[config.mk]
export PLATFORM = sky130hd
export DESIGN_NAME = bus_rr_arbiter_flat
export DESIGN_NICKNAME = d
export VERILOG_FILES = /design/src/rtl/bus_rr_arbiter_if.sv /design/src/rtl/bus_rr_arbiter.sv /design/src/flat_wrapper.sv
export SDC_FILE = /design/constraint.sdc
export NUM_CORES = 1
export LEC_CHECK = 0
export BUFFER_PORTS_ARGS = -buffer_cell sky130_fd_sc_hd__buf_2
export CORE_ASPECT_RATIO = 1.25
export CORE_MARGIN = 4
export CORE_UTILIZATION = 46
export CTS_CLUSTER_DIAMETER = 40
export DETAILED_ROUTE_END_ITERATION = 8
export PLACE_DENSITY = 0.8
export SLEW_MARGIN = 10
export SYNTH_ARGS = -nofsm -noshare
export SYNTH_HDL_FRONTEND = slang
export SYNTH_SLANG_ARGS = --single-unit
export TNS_END_PERCENT = 5
[constraint.sdc]
create_clock -name clk -period 1.8 [get_ports clk]
set_clock_uncertainty 0.05 [all_clocks]
set_input_delay 0.09 -clock clk [delete_from_list [all_inputs] [get_ports clk]]
set_output_delay 0.09 -clock clk [all_outputs]
set_load 0.005 [all_outputs]
[src/rtl/bus_rr_arbiter_if.sv]
// rtl/bus_rr_arbiter_if.sv - requester-side and downstream bus signals of bus_rr_arbiter
interface bus_rr_arbiter_if #(
  parameter int NREQ = 2
);
  logic [32*NREQ-1:0] m_a;
  logic [32*NREQ-1:0] m_d;
  logic [32*NREQ-1:0] m_spo;
  logic [NREQ-1:0]    m_we;
  logic [NREQ-1:0]    m_rd;
  logic [NREQ-1:0]    m_ready;
  logic [31:0]        s_a;
  logic [31:0]        s_d;
  logic [31:0]        s_spo;
  logic               s_we;
  logic               s_rd;
  logic               s_ready;

  // slave: the arbiter's view; master: requesters plus downstream memory
  modport slave (
    input  m_a, m_d, m_we, m_rd, s_spo, s_ready,
    output m_spo, m_ready, s_a, s_d, s_we, s_rd
  );
  modport master (
    output m_a, m_d, m_we, m_rd, s_spo, s_ready,
    input  m_spo, m_ready, s_a, s_d, s_we, s_rd
  );
endinterface

[src/rtl/bus_rr_arbiter.sv]
// rtl/bus_rr_arbiter.sv - round-robin arbiter sharing one memory bus among NREQ requesters
// Optional watchdog: BUS_RR_ARBITER_TIMEOUT_EN
module bus_rr_arbiter #(
  parameter int NREQ           = 2,
  parameter int GW             = 2,
  parameter int TIMEOUT_CYCLES = 1023
) (
  input  logic              clk,
  input  logic              rst_n,
  bus_rr_arbiter_if.slave   bus,
  output logic [GW-1:0]     grant,
  output logic              busy,
  output logic              timeout_err
);

  typedef enum logic [1:0] {S_IDLE, S_ISSUE, S_WAIT} state_t;

  state_t             state, state_nx;
  logic [GW-1:0]      ptr;
  logic [GW-1:0]      sel, first_any, first_hi;
  logic               any_req, hi_req;
  logic [NREQ-1:0]    req;
  logic [NREQ-1:0]    ready_q;
  logic [32*NREQ-1:0] spo_q;
  logic [31:0]        s_a_q, s_d_q, sel_a, sel_d;
  logic               s_we_q, s_rd_q, sel_we, sel_rd, op_rd;
  logic               done, to_hit;

  // A requester whose completion pulse is showing has not yet had a chance to drop
  assign req = (bus.m_we | bus.m_rd) & ~ready_q;

  always_comb begin
    any_req   = 1'b0;
    hi_req    = 1'b0;
    first_any = '0;
    first_hi  = '0;
    for (int i = NREQ - 1; i >= 0; i--) begin
      if (req[i]) begin
        any_req   = 1'b1;
        first_any = GW'(i);
      end
      if (req[i] && (GW'(i) >= ptr)) begin
        hi_req   = 1'b1;
        first_hi = GW'(i);
      end
    end
    sel = hi_req ? first_hi : first_any;
  end

  always_comb begin
    sel_a  = '0;
    sel_d  = '0;
    sel_we = 1'b0;
    sel_rd = 1'b0;
    for (int i = 0; i < NREQ; i++) begin
      if (sel == GW'(i)) begin
        sel_a  = bus.m_a[32*i +: 32];
        sel_d  = bus.m_d[32*i +: 32];
        sel_we = bus.m_we[i];
        sel_rd = bus.m_rd[i] & ~bus.m_we[i];
      end
    end
  end

`ifdef BUS_RR_ARBITER_TIMEOUT_EN
  logic [31:0] wd_cnt;

  assign to_hit = (state == S_WAIT) && !bus.s_ready &&
                  (wd_cnt == 32'(TIMEOUT_CYCLES - 1));

  always_ff @(posedge clk or negedge rst_n) begin
    if (!rst_n) begin
      wd_cnt      <= '0;
      timeout_err <= 1'b0;
    end else begin
      if (state == S_ISSUE)
        wd_cnt <= '0;
      else if (state == S_WAIT && !bus.s_ready)
        wd_cnt <= wd_cnt + 32'd1;
      if (to_hit)
        timeout_err <= 1'b1;
    end
  end
`else
  assign to_hit      = 1'b0;
  assign timeout_err = 1'b0;
`endif

  assign done = (state == S_WAIT) && (bus.s_ready || to_hit);

  always_ff @(posedge clk or negedge rst_n) begin
    if (!rst_n)
      state <= S_IDLE;
    else
      state <= state_nx;
  end

  always_comb begin
    state_nx = state;
    case (state)
      S_IDLE:  if (any_req) state_nx = S_ISSUE;
      S_ISSUE: state_nx = S_WAIT;
      S_WAIT:  if (done) state_nx = S_IDLE;
      default: state_nx = S_IDLE;
    endcase
  end

  always_ff @(posedge clk or negedge rst_n) begin
    if (!rst_n) begin
      ptr     <= '0;
      grant   <= '0;
      s_a_q   <= '0;
      s_d_q   <= '0;
      s_we_q  <= 1'b0;
      s_rd_q  <= 1'b0;
      op_rd   <= 1'b0;
      ready_q <= '0;
      spo_q   <= '0;
    end else begin
      ready_q <= '0;
      case (state)
        S_IDLE: begin
          if (any_req) begin
            grant  <= sel;
            ptr    <= (sel == GW'(NREQ - 1)) ? '0 : sel + GW'(1);
            s_a_q  <= sel_a;
            s_d_q  <= sel_d;
            s_we_q <= sel_we;
            s_rd_q <= sel_rd;
            op_rd  <= sel_rd;
          end
        end
        S_ISSUE: begin
          s_we_q <= 1'b0;
          s_rd_q <= 1'b0;
        end
        S_WAIT: begin
          if (done) begin
            for (int i = 0; i < NREQ; i++) begin
              if (grant == GW'(i)) begin
                ready_q[i] <= 1'b1;
                if (op_rd)
                  spo_q[32*i +: 32] <= to_hit ? 32'hDEADBEEF : bus.s_spo;
              end
            end
          end
        end
        default: ;
      endcase
    end
  end

  assign bus.s_a     = s_a_q;
  assign bus.s_d     = s_d_q;
  assign bus.s_we    = s_we_q;
  assign bus.s_rd    = s_rd_q;
  assign bus.m_ready = ready_q;
  assign bus.m_spo   = spo_q;
  assign busy        = (state != S_IDLE);

endmodule

[src/flat_wrapper.sv]
// flat-port wrapper written by rule: the top's interface ports become plain ports
module bus_rr_arbiter_flat 
#(
  parameter int NREQ           = 2,
  parameter int GW             = 2,
  parameter int TIMEOUT_CYCLES = 1023
)
  (clk, rst_n, grant, busy, timeout_err, bus_m_a, bus_m_d, bus_m_we, bus_m_rd, bus_s_spo, bus_s_ready, bus_m_spo, bus_m_ready, bus_s_a, bus_s_d, bus_s_we, bus_s_rd);
  bus_rr_arbiter_if #(.NREQ(NREQ)) bus_i ();
  input  logic clk;
  input  logic rst_n;
  output logic [GW-1:0] grant;
  output logic busy;
  output logic timeout_err;
  input wire logic [$bits(bus_i.m_a)-1:0] bus_m_a;
  input wire logic [$bits(bus_i.m_d)-1:0] bus_m_d;
  input wire logic [$bits(bus_i.m_we)-1:0] bus_m_we;
  input wire logic [$bits(bus_i.m_rd)-1:0] bus_m_rd;
  input wire logic [$bits(bus_i.s_spo)-1:0] bus_s_spo;
  input wire logic [$bits(bus_i.s_ready)-1:0] bus_s_ready;
  output wire logic [$bits(bus_i.m_spo)-1:0] bus_m_spo;
  output wire logic [$bits(bus_i.m_ready)-1:0] bus_m_ready;
  output wire logic [$bits(bus_i.s_a)-1:0] bus_s_a;
  output wire logic [$bits(bus_i.s_d)-1:0] bus_s_d;
  output wire logic [$bits(bus_i.s_we)-1:0] bus_s_we;
  output wire logic [$bits(bus_i.s_rd)-1:0] bus_s_rd;
  assign bus_i.m_a = bus_m_a;
  assign bus_i.m_d = bus_m_d;
  assign bus_i.m_we = bus_m_we;
  assign bus_i.m_rd = bus_m_rd;
  assign bus_i.s_spo = bus_s_spo;
  assign bus_i.s_ready = bus_s_ready;
  assign bus_m_spo = bus_i.m_spo;
  assign bus_m_ready = bus_i.m_ready;
  assign bus_s_a = bus_i.s_a;
  assign bus_s_d = bus_i.s_d;
  assign bus_s_we = bus_i.s_we;
  assign bus_s_rd = bus_i.s_rd;
  bus_rr_arbiter #(.NREQ(NREQ), .GW(GW), .TIMEOUT_CYCLES(TIMEOUT_CYCLES)) u_core (.clk(clk), .rst_n(rst_n), .bus(bus_i), .grant(grant), .busy(busy), .timeout_err(timeout_err));
endmodule
# Word level (Yosys, flattened, before mapping)
# Index checks and enable logic that the tools add are counted.
# classes
add_sub_neg	1
multipliers	0
div_mod_pow	0
magnitude_cmp	2
n_eq_ne	6
n_shift	0
muxes	29
bitwise_logic	7
reduce_logical	13
# ops
op	count
$mux W32	4
$mux W2	8
$mux W1	14
$reduce_and A4 Y1	2
$eq A2 B1 Y1 const B	3
$logic_not A2 Y1	3
$pmux W2 S3	1
$reduce_and A2 Y1	3
$ge A1 B2 Y1 const A	2
$ne A2 B1 Y1 const B	2
$pmux W1 S2	2
$reduce_bool A2 Y1	2
$logic_and A1 B1 Y1	3
$add A2 B1 Y2 const B	1
$and A1 B1 Y1	2
$and A2 B2 Y2	1
$eq A2 B2 Y1 const B	1
$not A1 Y1	2
$not A2 Y2	1
$or A2 B2 Y2	1
# word_totals
ff_bits	139
latch_bits	0
ramBits	0
romBits	0
inputBits	167
out_inout_bits	136
wordCells	69
mem_count	0

# Longest topological paths before layout
# depth
depth_word	11
mapped_depth	6
mapped_depth_nobuf	4

# Least setup slack after synthesis
# OpenSTA, ideal clock, no wires.
# synth_timing
path_kind	register to register
from	register u_core.ready_q[0], in the netlist u_core.bus.m_ready[0]
to	register u_core.s_d_q[12], in the netlist u_core.bus.s_d[12]
setup_time_ns	0.126
arrival_time_ns	1.349
t_required_ns	1.624
slack_ns	0.275
stages_incl_launch_ff	6
n_path_buf	2
period_less_slack_ns	1.525
cell_sequence	dfrtp_1 > o21bai_4 > buf_6 > buf_4 > o2111a_1 > a221o_1
# synth_between
elab_chain_cells	8
word_cells_on_any_way	13
cone_classes	eq/ne: 1; mux: 7; bitwise: 2; reduce/logical: 3
# synth_rtl
element	line	source
from (decl)	bus_rr_arbiter.sv:23	logic [NREQ-1:0] ready_q;
from (signal assigned)	bus_rr_arbiter.sv:117	ready_q <= '0;
from (signal assigned)	bus_rr_arbiter.sv:120	ready_q <= '0;
from (signal, indexed assignment)	bus_rr_arbiter.sv:141	ready_q[i] <= 1'b1;
$not A2 Y2 *	bus_rr_arbiter.sv:30	assign req = (bus.m_we | bus.m_rd) & ~ready_q;
$and A2 B2 Y2 *	bus_rr_arbiter.sv:30	
$logic_and A1 B1 Y1	bus_rr_arbiter.sv:42	if (req[i] && (GW'(i) >= ptr)) begin
$mux W2 / $mux W1 (equally long branches)	bus_rr_arbiter.sv:42	
$mux W2	bus_rr_arbiter.sv:47	sel = hi_req ? first_hi : first_any;
$logic_not A2 Y1	bus_rr_arbiter.sv:56	if (sel == GW'(i)) begin
$mux W32 (2 in series)	bus_rr_arbiter.sv:56	
to (signal assigned)	bus_rr_arbiter.sv:127	s_d_q <= sel_d;
to (decl)	bus_rr_arbiter.sv:25	logic [31:0] s_a_q, s_d_q, sel_a, sel_d;
# Every way passes the cells marked *; elsewhere a longest branch is shown, timed or not.
# A chain may end at the register's enable or synchronous reset.

# Final worst setup path
# layout_timing
from	register u_core.ready_q[1], in the netlist u_core.bus.m_ready[1]
to	register u_core.s_a_q[27], in the netlist u_core.bus.s_a[27]
# layout_between
elab_chain_cells	9
word_cells_on_any_way	17
cone_classes	eq/ne: 1; mux: 11; bitwise: 2; reduce/logical: 3
# layout_rtl
element	line	source
$not A2 Y2 *	bus_rr_arbiter.sv:30	
$and A2 B2 Y2 *	bus_rr_arbiter.sv:30	
$logic_and A1 B1 Y1	bus_rr_arbiter.sv:42	
$mux W1	bus_rr_arbiter.sv:42	
$mux W2 / $mux W1 (equally long branches)	bus_rr_arbiter.sv:42	
$mux W2	bus_rr_arbiter.sv:47	
$logic_not A2 Y1	bus_rr_arbiter.sv:56	
$mux W32 (2 in series)	bus_rr_arbiter.sv:56	
to (signal assigned)	bus_rr_arbiter.sv:126	s_a_q <= sel_a;
to (decl)	bus_rr_arbiter.sv:25	
# Marks and branches as above.

==> results by group <==
Run status
  • Status: completed

Worst setup path
  • Critical Path AT: 1.92 ns
  • Critical path required time: between 2 and 2.5 ns
  • Crit path kind: flop to flop
  • Worst-path fanout max: a little over 50
  • Worst setup SP type: flop
  • Worst setup EP type: flop

Synthesis
  • Yosys Warn Count: 0
  • Mapped Cells: 412
  • Area leader, netlist: dfrtp_1
  • Number of distinct library cells after synthesis: 35
  • Seq/Total Area, Yosys: 0.542
  • Leading post-synthesis cells by cell area: dfrtp_1, mux2_4, o2111a_1
  • Mapped Area: 0.00633 mm^2
  • Dominant synthesized flop cell: dfrtp_1
  • Syn Area/Cell: approximately 15 um^2
  • Number of synthesized register bits: 137
  • Synth top area share: 0.542
  • Ys async rst share: 1.00
  • Number of flops mapped to enable cells by yosys: 0

Timing
  • Period utilization: 0.938
  • Setup_tns: 0 ns
  • RSZ-0062 raised after global routing: false
  • Min Tclk post-route: 1.69 ns
  • Relative max-transition margin: 0.630
  • Fmax: 592 MHz
  • Fin. Hold Viols: 0
  • Worst slew pin tran: 0.554 ns
  • Final setup vio count: 0
  • Count of pins over their slew limit: 0

Power
  • IR drop worst, VDD: slightly above 900 uV
  • Leakage: 5.15 nW
  • PD cells: 1590 mW/mm^2

Clock tree
  • Max clock buf depth: 2
  • CTS Buf Count: 17
  • Post CTS Setup Buffer Count: 0
  • TritonCTS clock tree: built
  • H-tree Lvls: 4
  • Clk root buf: clkbuf_16
  • Clock Sinks: 137
  • Clk Latency, worst-skew pair: 0.40 ns
  • Clk slew on worst S/H paths: 0.06 ns

Layout
  • Commonest non-fill, non-tap cell in the layout: buf_2
  • Diode count: 0
  • Area growth syn-to-layout: 56.4%
  • Post-route cell area: 0.00990 mm^2
  • Final Instance Count excl. Fillers: between 1,000 and 1,500
  • Most frequent cells in the layout: buf_2, dfrtp_1, dlygate4sd3_1, o2111a_1, a221o_1
  • Share of cells above drive strength 1: 0.499
  • Post-layout util: 0.741
  • Nets: 997

Routing
  • Initial DRT Pass Iterations: 5
  • Drt total wl: approximately 22,000 um
  • Initial DRC count: 463
  • Avg WL per Cell: 21.5 um
  • DRC viols: 0
  • DR vias: approximately 5,800
  • Detail Route Antenna Nets: 0
  • Vias/cell: between 5 and 6

Placement
  • DP Area: 0.00799 mm^2
  • Global placement routability congestion: 0.872
  • Number of placed instances, taps included: 852
  • PortBufs: 300
  • Half-perimeter wire length of the detailed placement result: roughly 14,000 um

Global route
  • Largest net degree at the start of global routing: 66
  • Initial antenna violation count: 0
  • Gr usage total: 0.271
  • Gr ovfl total: 0
  • Vias in the first global route: 6,319
  • First-pass GRT wire length: 34,200 um

Floorplan
  • Num rows: 47
  • Top Ports: around 300
  • Die area: 0.0157 mm^2
  • Die span in y: approximately 140 um
  • Starting density of the core: 0.474
  • Die Wd: 113 um
  • Core outline area: approximately 0.013 mm^2

Hold path
  • Hold WC Path Type: primary input to flop

Run
  • Max cap viols: 0
worst paths after layout:
kind,slack [ns],endpoint,from,cells after the start
max,0.11,u_core.bus.s_a[27]$_DFFE_PN0P_,u_core.bus.m_ready[1]$_DFF_PN0_,4
max in group asynchronous,0.99,u_core.ptr[0]$_DFFE_PN0P_,rst_n,3
min reg2reg,0.45,u_core.bus.m_spo[54]$_DFFE_PN0P_,u_core.bus.m_spo[54]$_DFFE_PN0P_,1
max reg2reg,0.11,u_core.bus.s_a[27]$_DFFE_PN0P_,u_core.bus.m_ready[1]$_DFF_PN0_,4
min in group asynchronous,0.12,u_core.bus.m_spo[33]$_DFFE_PN0P_,rst_n,2
min,0.02,u_core.bus.s_d[24]$_DFFE_PN0P_,bus_m_d[56],3
state kept, by name (all words and copies together), names as in the netlist:
register            flops
u_core.bus.m_ready      2
u_core.state            2
u_core.bus.m_spo       64
u_core.grant            1
u_core.bus.s_d         32
u_core.bus.s_rd         1
u_core.op_rd            1
u_core.bus.s_a         32
u_core.bus.s_we         1
u_core.ptr              1
logic make-up after synthesis:
logic type / count (synthesis) / share of synthesized area
buffers and inverters: 54 / 0.0572
muxes: 64 / 0.150
AOI/OAI and AO/OA: 142 / 0.234
DFF: 137 / 0.542
and+or+nand+nor: 14 / 0.0164
other: 1 / 0.000593
stage by stage:
step	worst slack, ns	power, mW	hold WS (ns)
final	0.111	15.7	0.0209
after global routing	0.0390	16.5	0.0168
after CTS	0.122	15.6	0.00115
after detailed placement	0.111	11.8	-0.0253
after global placement	0.199	11.4	-0.0310
after floorplan	0.275	9.12	-0.256
where the power goes:
| part | internal, mW | total, mW | switching, mW | leakage, nW |
|---|---|---|---|---|
| Sequential | 4.54 | 5.46 | 0.923 | 1.73 |
| Clock | 2.23 | 3.61 | 1.37 | 0.291 |
| Combinational | 3.57 | 6.65 | 3.08 | 3.13 |
critical path, cell delays in order, from the launching register on:
cell,delay (ns)
dfrtp_1,0.43
o21ba_2,0.39
o21ai_4,0.08
buf_12,0.19
a221o_1,0.40
Yosys cell counts (2+ instances only):
master / number
buf_4: 11
buf_6: 14
dfrtp_1: 137
nor3b_1: 2
inv_2: 2
mux2_1: 4
nand2_1: 2
o21ai_1: 2
o2111a_1: 64
mux2_4: 60
clkbuf_1: 15
nand2_2: 2
nand2b_1: 3
buf_2: 10
a221o_1: 64
layer usage:
layer  up-vias  wire length [um]  global-route usage
met5         -                 0                   0
met4         0               843               0.120
met3        82              1990              0.0698
met2       408             10600               0.441
met1      2790              8380               0.341
li1       2531                 -                   -
timing repair:
action                    CTS  global route
hold endpoints to repair  267             0
hold buffers              130             0
gates resized for setup     0             0
layout make-up:
class / instances / area [um^2]
Clock buffer: 19 / 443
Clock inverter: 13 / 166
Fill cell: 796 / 3450
Inverter: 3 / 11.3
Multi-Input combinational cell: 222 / 2550
Sequential cell: 137 / 3430
Tap cell: 171 / 214
Timing Repair Buffer: 449 / 3080
(Power assumes the default switching activity.)
